**src/rtl/mul_issue_arbiter.sv**
```systemverilog
// Arbiter sharing one pipelined multiplier between several issue ports: buffers uops per port,
// discards mispredicted ones and issues the oldest surviving uop (by wrap-safe sqN) each cycle.
module mul_issue_arbiter #(
    parameter int NUM_PORTS = 2,
    parameter int BUF_DEPTH = 2,
    parameter int SQN_W     = 7,
    parameter int PAYLOAD_W = 16
) (
    input  logic                           clk,
    input  logic                           rst,
    input  logic                           IN_branch_taken,
    input  logic [SQN_W-1:0]               IN_branch_sqN,
    input  logic [NUM_PORTS-1:0]           IN_uop_valid,
    input  logic [NUM_PORTS*SQN_W-1:0]     IN_uop_sqN,
    input  logic [NUM_PORTS*PAYLOAD_W-1:0] IN_uop_payload,
    output logic [NUM_PORTS-1:0]           OUT_busy,
    input  logic                           IN_mulBusy,
    output logic                           OUT_uop_valid,
    output logic [SQN_W-1:0]               OUT_uop_sqN,
    output logic [PAYLOAD_W-1:0]           OUT_uop_payload,
    output logic                           OUT_overflow
);

    localparam int NE    = NUM_PORTS * BUF_DEPTH;
    localparam int IDX_W = (NE > 1) ? $clog2(NE) : 1;

    logic [NE-1:0]          vld_q, vld_d;
    logic [SQN_W-1:0]       sqn_q [NE];
    logic [SQN_W-1:0]       sqn_d [NE];
    logic [PAYLOAD_W-1:0]   pl_q  [NE];
    logic [PAYLOAD_W-1:0]   pl_d  [NE];
    logic [NUM_PORTS-1:0]   busy_q, busy_d;
    logic                   ovf_q, ovf_d;
    logic                   out_vld_q, out_vld_d;
    logic [SQN_W-1:0]       out_sqn_q, out_sqn_d;
    logic [PAYLOAD_W-1:0]   out_pl_q, out_pl_d;

    logic                   win_found;
    logic [IDX_W-1:0]       win_idx;
    logic                   issue;
    logic [SQN_W-1:0]       in_sqn;
    logic                   placed;

    function automatic logic is_older(input logic [SQN_W-1:0] a, input logic [SQN_W-1:0] b);
        logic [SQN_W-1:0] diff;
        diff = a - b;
        return $signed(diff) < 0;
    endfunction

    function automatic logic is_killed(input logic taken, input logic [SQN_W-1:0] bsqn,
                                       input logic [SQN_W-1:0] x);
        logic [SQN_W-1:0] diff;
        diff = x - bsqn;
        return taken && ($signed(diff) > 0);
    endfunction

    function automatic int port_count(input logic [NE-1:0] v, input int p);
        int n;
        n = 0;
        for (int k = 0; k < BUF_DEPTH; k++) begin
            if (v[p*BUF_DEPTH + k]) n++;
        end
        return n;
    endfunction

    // Oldest surviving entry; strict comparison keeps the lower port/entry on ties.
    always_comb begin
        win_found = 1'b0;
        win_idx   = '0;
        for (int e = 0; e < NE; e++) begin
            if (vld_q[e] && !is_killed(IN_branch_taken, IN_branch_sqN, sqn_q[e]) &&
                (!win_found || is_older(sqn_q[e], sqn_q[win_idx]))) begin
                win_found = 1'b1;
                win_idx   = IDX_W'(e);
            end
        end
        issue = win_found && !IN_mulBusy;
    end

    always_comb begin
        vld_d     = vld_q;
        sqn_d     = sqn_q;
        pl_d      = pl_q;
        ovf_d     = 1'b0;
        busy_d    = '0;
        in_sqn    = '0;
        placed    = 1'b0;
        out_vld_d = issue;
        out_sqn_d = out_sqn_q;
        out_pl_d  = out_pl_q;

        if (issue) begin
            out_sqn_d      = sqn_q[win_idx];
            out_pl_d       = pl_q[win_idx];
            vld_d[win_idx] = 1'b0;
        end

        for (int e = 0; e < NE; e++) begin
            if (vld_q[e] && is_killed(IN_branch_taken, IN_branch_sqN, sqn_q[e])) vld_d[e] = 1'b0;
        end

        // Fullness is judged on the stored count, but the slot freed by issue/flush may be reused.
        for (int p = 0; p < NUM_PORTS; p++) begin
            in_sqn = IN_uop_sqN[p*SQN_W +: SQN_W];
            placed = 1'b0;
            if (IN_uop_valid[p] && !is_killed(IN_branch_taken, IN_branch_sqN, in_sqn)) begin
                if (port_count(vld_q, p) == BUF_DEPTH) begin
                    ovf_d = 1'b1;
                end else begin
                    for (int k = 0; k < BUF_DEPTH; k++) begin
                        if (!placed && !vld_d[p*BUF_DEPTH + k]) begin
                            vld_d[p*BUF_DEPTH + k] = 1'b1;
                            sqn_d[p*BUF_DEPTH + k] = in_sqn;
                            pl_d[p*BUF_DEPTH + k]  = IN_uop_payload[p*PAYLOAD_W +: PAYLOAD_W];
                            placed                 = 1'b1;
                        end
                    end
                end
            end
            busy_d[p] = port_count(vld_d, p) >= BUF_DEPTH - 1;
        end
    end

    always_ff @(posedge clk) begin
        if (rst) begin
            vld_q     <= '0;
            busy_q    <= '0;
            ovf_q     <= 1'b0;
            out_vld_q <= 1'b0;
        end else begin
            vld_q     <= vld_d;
            busy_q    <= busy_d;
            ovf_q     <= ovf_d;
            out_vld_q <= out_vld_d;
        end
    end

    always_ff @(posedge clk) begin
        sqn_q     <= sqn_d;
        pl_q      <= pl_d;
        out_sqn_q <= out_sqn_d;
        out_pl_q  <= out_pl_d;
    end

    assign OUT_busy        = busy_q;
    assign OUT_overflow    = ovf_q;
    assign OUT_uop_valid   = out_vld_q;
    assign OUT_uop_sqN     = out_sqn_q;
    assign OUT_uop_payload = out_pl_q;

endmodule

```
**config.mk**
```make
export PLATFORM = sky130hd
export DESIGN_NAME = mul_issue_arbiter
export DESIGN_NICKNAME = d
export VERILOG_FILES = /design/src/rtl/mul_issue_arbiter.sv
export SDC_FILE = /design/constraint.sdc
export NUM_CORES = 1
export LEC_CHECK = 0
export BUFFER_PORTS_ARGS = -buffer_cell sky130_fd_sc_hd__buf_4
export CAP_MARGIN = 20
export CORE_ASPECT_RATIO = 1.5
export CORE_MARGIN = 4
export CORE_UTILIZATION = 40
export CTS_BUF_LIST = sky130_fd_sc_hd__clkbuf_4 sky130_fd_sc_hd__clkbuf_8
export DETAILED_ROUTE_END_ITERATION = 12
export SETUP_SLACK_MARGIN = 0.02
export SKIP_CTS_REPAIR_TIMING = 1
export SLEW_MARGIN = 20
export SYNTH_ARGS = -nofsm -noshare
export SYNTH_HDL_FRONTEND = slang
export SYNTH_SLANG_ARGS = --single-unit
```
**constraint.sdc**
```tcl
create_clock -name clk -period 8.8 [get_ports clk]
set_clock_uncertainty 0.2 [all_clocks]
set_input_delay 0.44 -clock clk [delete_from_list [all_inputs] [get_ports clk]]
set_output_delay 0.44 -clock clk [all_outputs]
set_load 0.05 [all_outputs]
```
==> impl_metrics.env <==
export IMPL_status="finished clean"
export IMPL_synth_area_leaders="edfxtp_1 (51%), ha_1 (9.4%), a21oi_1 (3.4%), a221o_1 (3.2%), nor2_1 (2.5%)"
export IMPL_gr_usage_met2=0.360
export IMPL_grt_antenna_before_repair=0
export IMPL_rsz0062_at_grt="no"
export IMPL_worstMarginPinSlew_ps=902
export IMPL_synth_top_family_by_area="compound AO/OA/AOI/OAI gates"
export IMPL_finalSetupTns_ps=0
export IMPL_cp_max_fo=16
export IMPL_die_width_um=114
export IMPL_vias=5167
export IMPL_clock_sinks=123
export IMPL_core_area_um2=16700
export IMPL_firstDrtPassIters=5
export IMPL_drt_wirelength_per_cell_um=20.5
export IMPL_post_route_worst_setup_slack_ps=859
export IMPL_cpPeakStageDelay_ps=540
export IMPL_grtUsageMet3=0.0333
export IMPL_fp_dieArea_um2=19100
export IMPL_drc_errors=0
export IMPL_grt_first_pass_wirelength_mm=28.4
export IMPL_path_class="reg -> reg"
export IMPL_die_h_um=167
export IMPL_yosysTopAreaCellShare=0.509
export IMPL_required_ps=8710
export IMPL_grt_ovfl_total=0
export IMPL_fin_nets=826
export IMPL_ys_async_sr_fraction=0
export IMPL_period_minus_slack_ps=7940
export IMPL_antennaDiodeCount=0
export IMPL_grt_pass1_vias=5337
export IMPL_synth_area_leader_cell="edfxtp_1"
export IMPL_synth_fp_nets=683
export IMPL_synth_mux_area_frac=0.0124
export IMPL_max_slew_margin_rel=0.397
export IMPL_grt_start_max_net_pins=46
export IMPL_final_core_utilization=0.515
export IMPL_peakVddDrop_mv=0.174
export IMPL_hpwlAfterDp_mm=13.8
export IMPL_drtAntennaViolNets=0
export IMPL_ys_ff_latch=123
export IMPL_syn_area_per_cell_um2=12.0
export IMPL_grt_usage=0.198
export IMPL_path_common_cell="a21oi_1"
export IMPL_globalplace_congestion=1.02
export IMPL_leakage_uw=0.00354
export IMPL_drt_iter0_drc=305
export IMPL_synthFlopType="edfxtp_1"
export IMPL_seq_area_frac_synth=0.533
export IMPL_clock_latency_ps=430
export IMPL_syn_area_um2=6780
export IMPL_synth_commonest_cells="edfxtp_1 (115), ha_1 (51), a21oi_1 (46), nor2_1 (46), inv_1 (33)"
export IMPL_pre_cts_slack_ps=516
export IMPL_maxCapViolations=0
export IMPL_hold_class="in -> reg"
export IMPL_setup_violations=0
export IMPL_synth_edf_count=115
export IMPL_finalCritPeriodShare=0.902
export IMPL_synth_compound_area_frac=0.164
export IMPL_drv_slew=0
export IMPL_cp_data_arrival_time_ps=7850
export IMPL_io_buffers=85
export IMPL_grt_busiest_layer="met2"
export IMPL_num_rows=58
export IMPL_cts_tree="built"
export IMPL_synth_distinct_cells=63
export IMPL_synth_cells=567
export IMPL_viasPerCell=5.54
export IMPL_clk_pin_slew_ps=80
export IMPL_p_per_area_nw_per_um2=190
export IMPL_cts_root_buf="clkbuf_8"
export IMPL_synth_fa_ha_area_frac=0.112
export IMPL_use_met1=0.212
export IMPL_numCtsBuffers=17
export IMPL_startpoint_type="flop"
export IMPL_cts_max_path_buffers=2
export IMPL_synth_xor_area_frac=0.0411
export IMPL_synth_most_common_cell="edfxtp_1"
export IMPL_yosys_area_share_simple=0.105
export IMPL_io_pins=86
export IMPL_yosysWarnings=0
export IMPL_finalWirelength_mm=19.1
export IMPL_hold_viol_final=0
export IMPL_cp_slowest_cell="edfxtp_1"
export IMPL_start_util=0.406
export IMPL_timing_fmax_mhz=126
export IMPL_htree_num_levels=4
export IMPL_crit_path_end_kind="flop"
export IMPL_area_growth_pct=26.8
export IMPL_drive_gt1_frac=0.203
==> where the power goes <==
group / switching (uW) / leakage (uW) / internal, uW
clock: 264 / 0.000195 / 234
combinational: 246 / 0.00221 / 167
sequential: 25.6 / 0.00113 / 699
==> registers in the layout, indices dropped and copies added (netlist names) <==
register         flops
sqn_q               28
OUT_uop_payload     16
OUT_overflow         1
vld_q                4
OUT_uop_valid        1
OUT_uop_sqN          7
OUT_busy             2
pl_q                64
==> critical path, delay by kind of cell (launching register included) <==
family / cells / cell delay, ps
simple gates: 7 / 1290
fa+ha+maj: 4 / 1150
compound gates: 17 / 3290
buf+inv: 3 / 450
mux: 2 / 360
xor+xnor: 1 / 310
flops: 1 / 540
==> worst paths after layout <==
path / start / endpoint / slack, ps / cells after the start
min: IN_uop_sqN[8] / sqn_q[1]$_DFFE_PP_ / 30 / 1
min reg2reg: pl_q[12]$_DFFE_PP_ / OUT_uop_payload[12]$_DFFE_PP_ / 350 / 1
max reg2reg: sqn_q[21]$_DFFE_PP_ / pl_q[50]$_DFFE_PP_ / 860 / 34
max: sqn_q[21]$_DFFE_PP_ / pl_q[50]$_DFFE_PP_ / 860 / 34
==> metal layers <==
metal  up-vias  share of wire
li1       2442              -
met5         -              0
met4         0          0.049
met2       163           0.54
met3        53          0.040
met1      2509           0.37
==> cells by family (layout without fill, tap and decap cells) <==
kind of cell | Yosys count | count (layout)
muxes | 8 | 8
buffers and inverters | 53 | 209
and+or+nand+nor | 140 | 140
AOI/OAI and AO/OA | 155 | 155
DFF | 123 | 123
xor gates and xnor gates | 31 | 31
adders and majority gates | 57 | 57
==> area by class of cell <==
| cell class | count | area [um^2] |
|---|---|---|
| multi-input combinational | 391 | 2980 |
| tap | 210 | 263 |
| timing repair buffer | 144 | 1230 |
| sequential | 123 | 3610 |
| fill | 1494 | 8090 |
| clock buffer | 17 | 234 |
| inverter | 33 | 124 |
| clock inverter | 15 | 154 |
==> cell usage in the layout (no fill, tap or decap), types with 9 or more instances in the layout <==
master / Yosys / final
ha_1: 51 / 51
a221o_1: 22 / 22
nand2b_1: 9 / 9
xnor2_1: 18 / 18
xor2_1: 12 / 12
clkbuf_8: 0 / 17
o21ai_0: 15 / 15
and3_1: 16 / 16
nor2_1: 46 / 44
dlygate4sd3_1: 0 / 45
edfxtp_1: 115 / 115
a21o_1: 13 / 13
buf_4: 1 / 96
a21oi_1: 46 / 45
inv_1: 33 / 33
nor2b_1: 12 / 10
nand2_1: 25 / 25
o21a_1: 10 / 10
==> stage by stage <==
step	power [uW]	instance area [um^2]	cells	hold WS, ps
after floorplan	993	6780	567	318
after global placement	1130	7750	856	327
after detailed placement	1130	7750	856	334
after CTS	1630	8140	888	-44.3
after global routing	1710	8600	933	8.01
final	1640	8600	933	34.8
No activity file was read; power rests on OpenSTA's default activity.
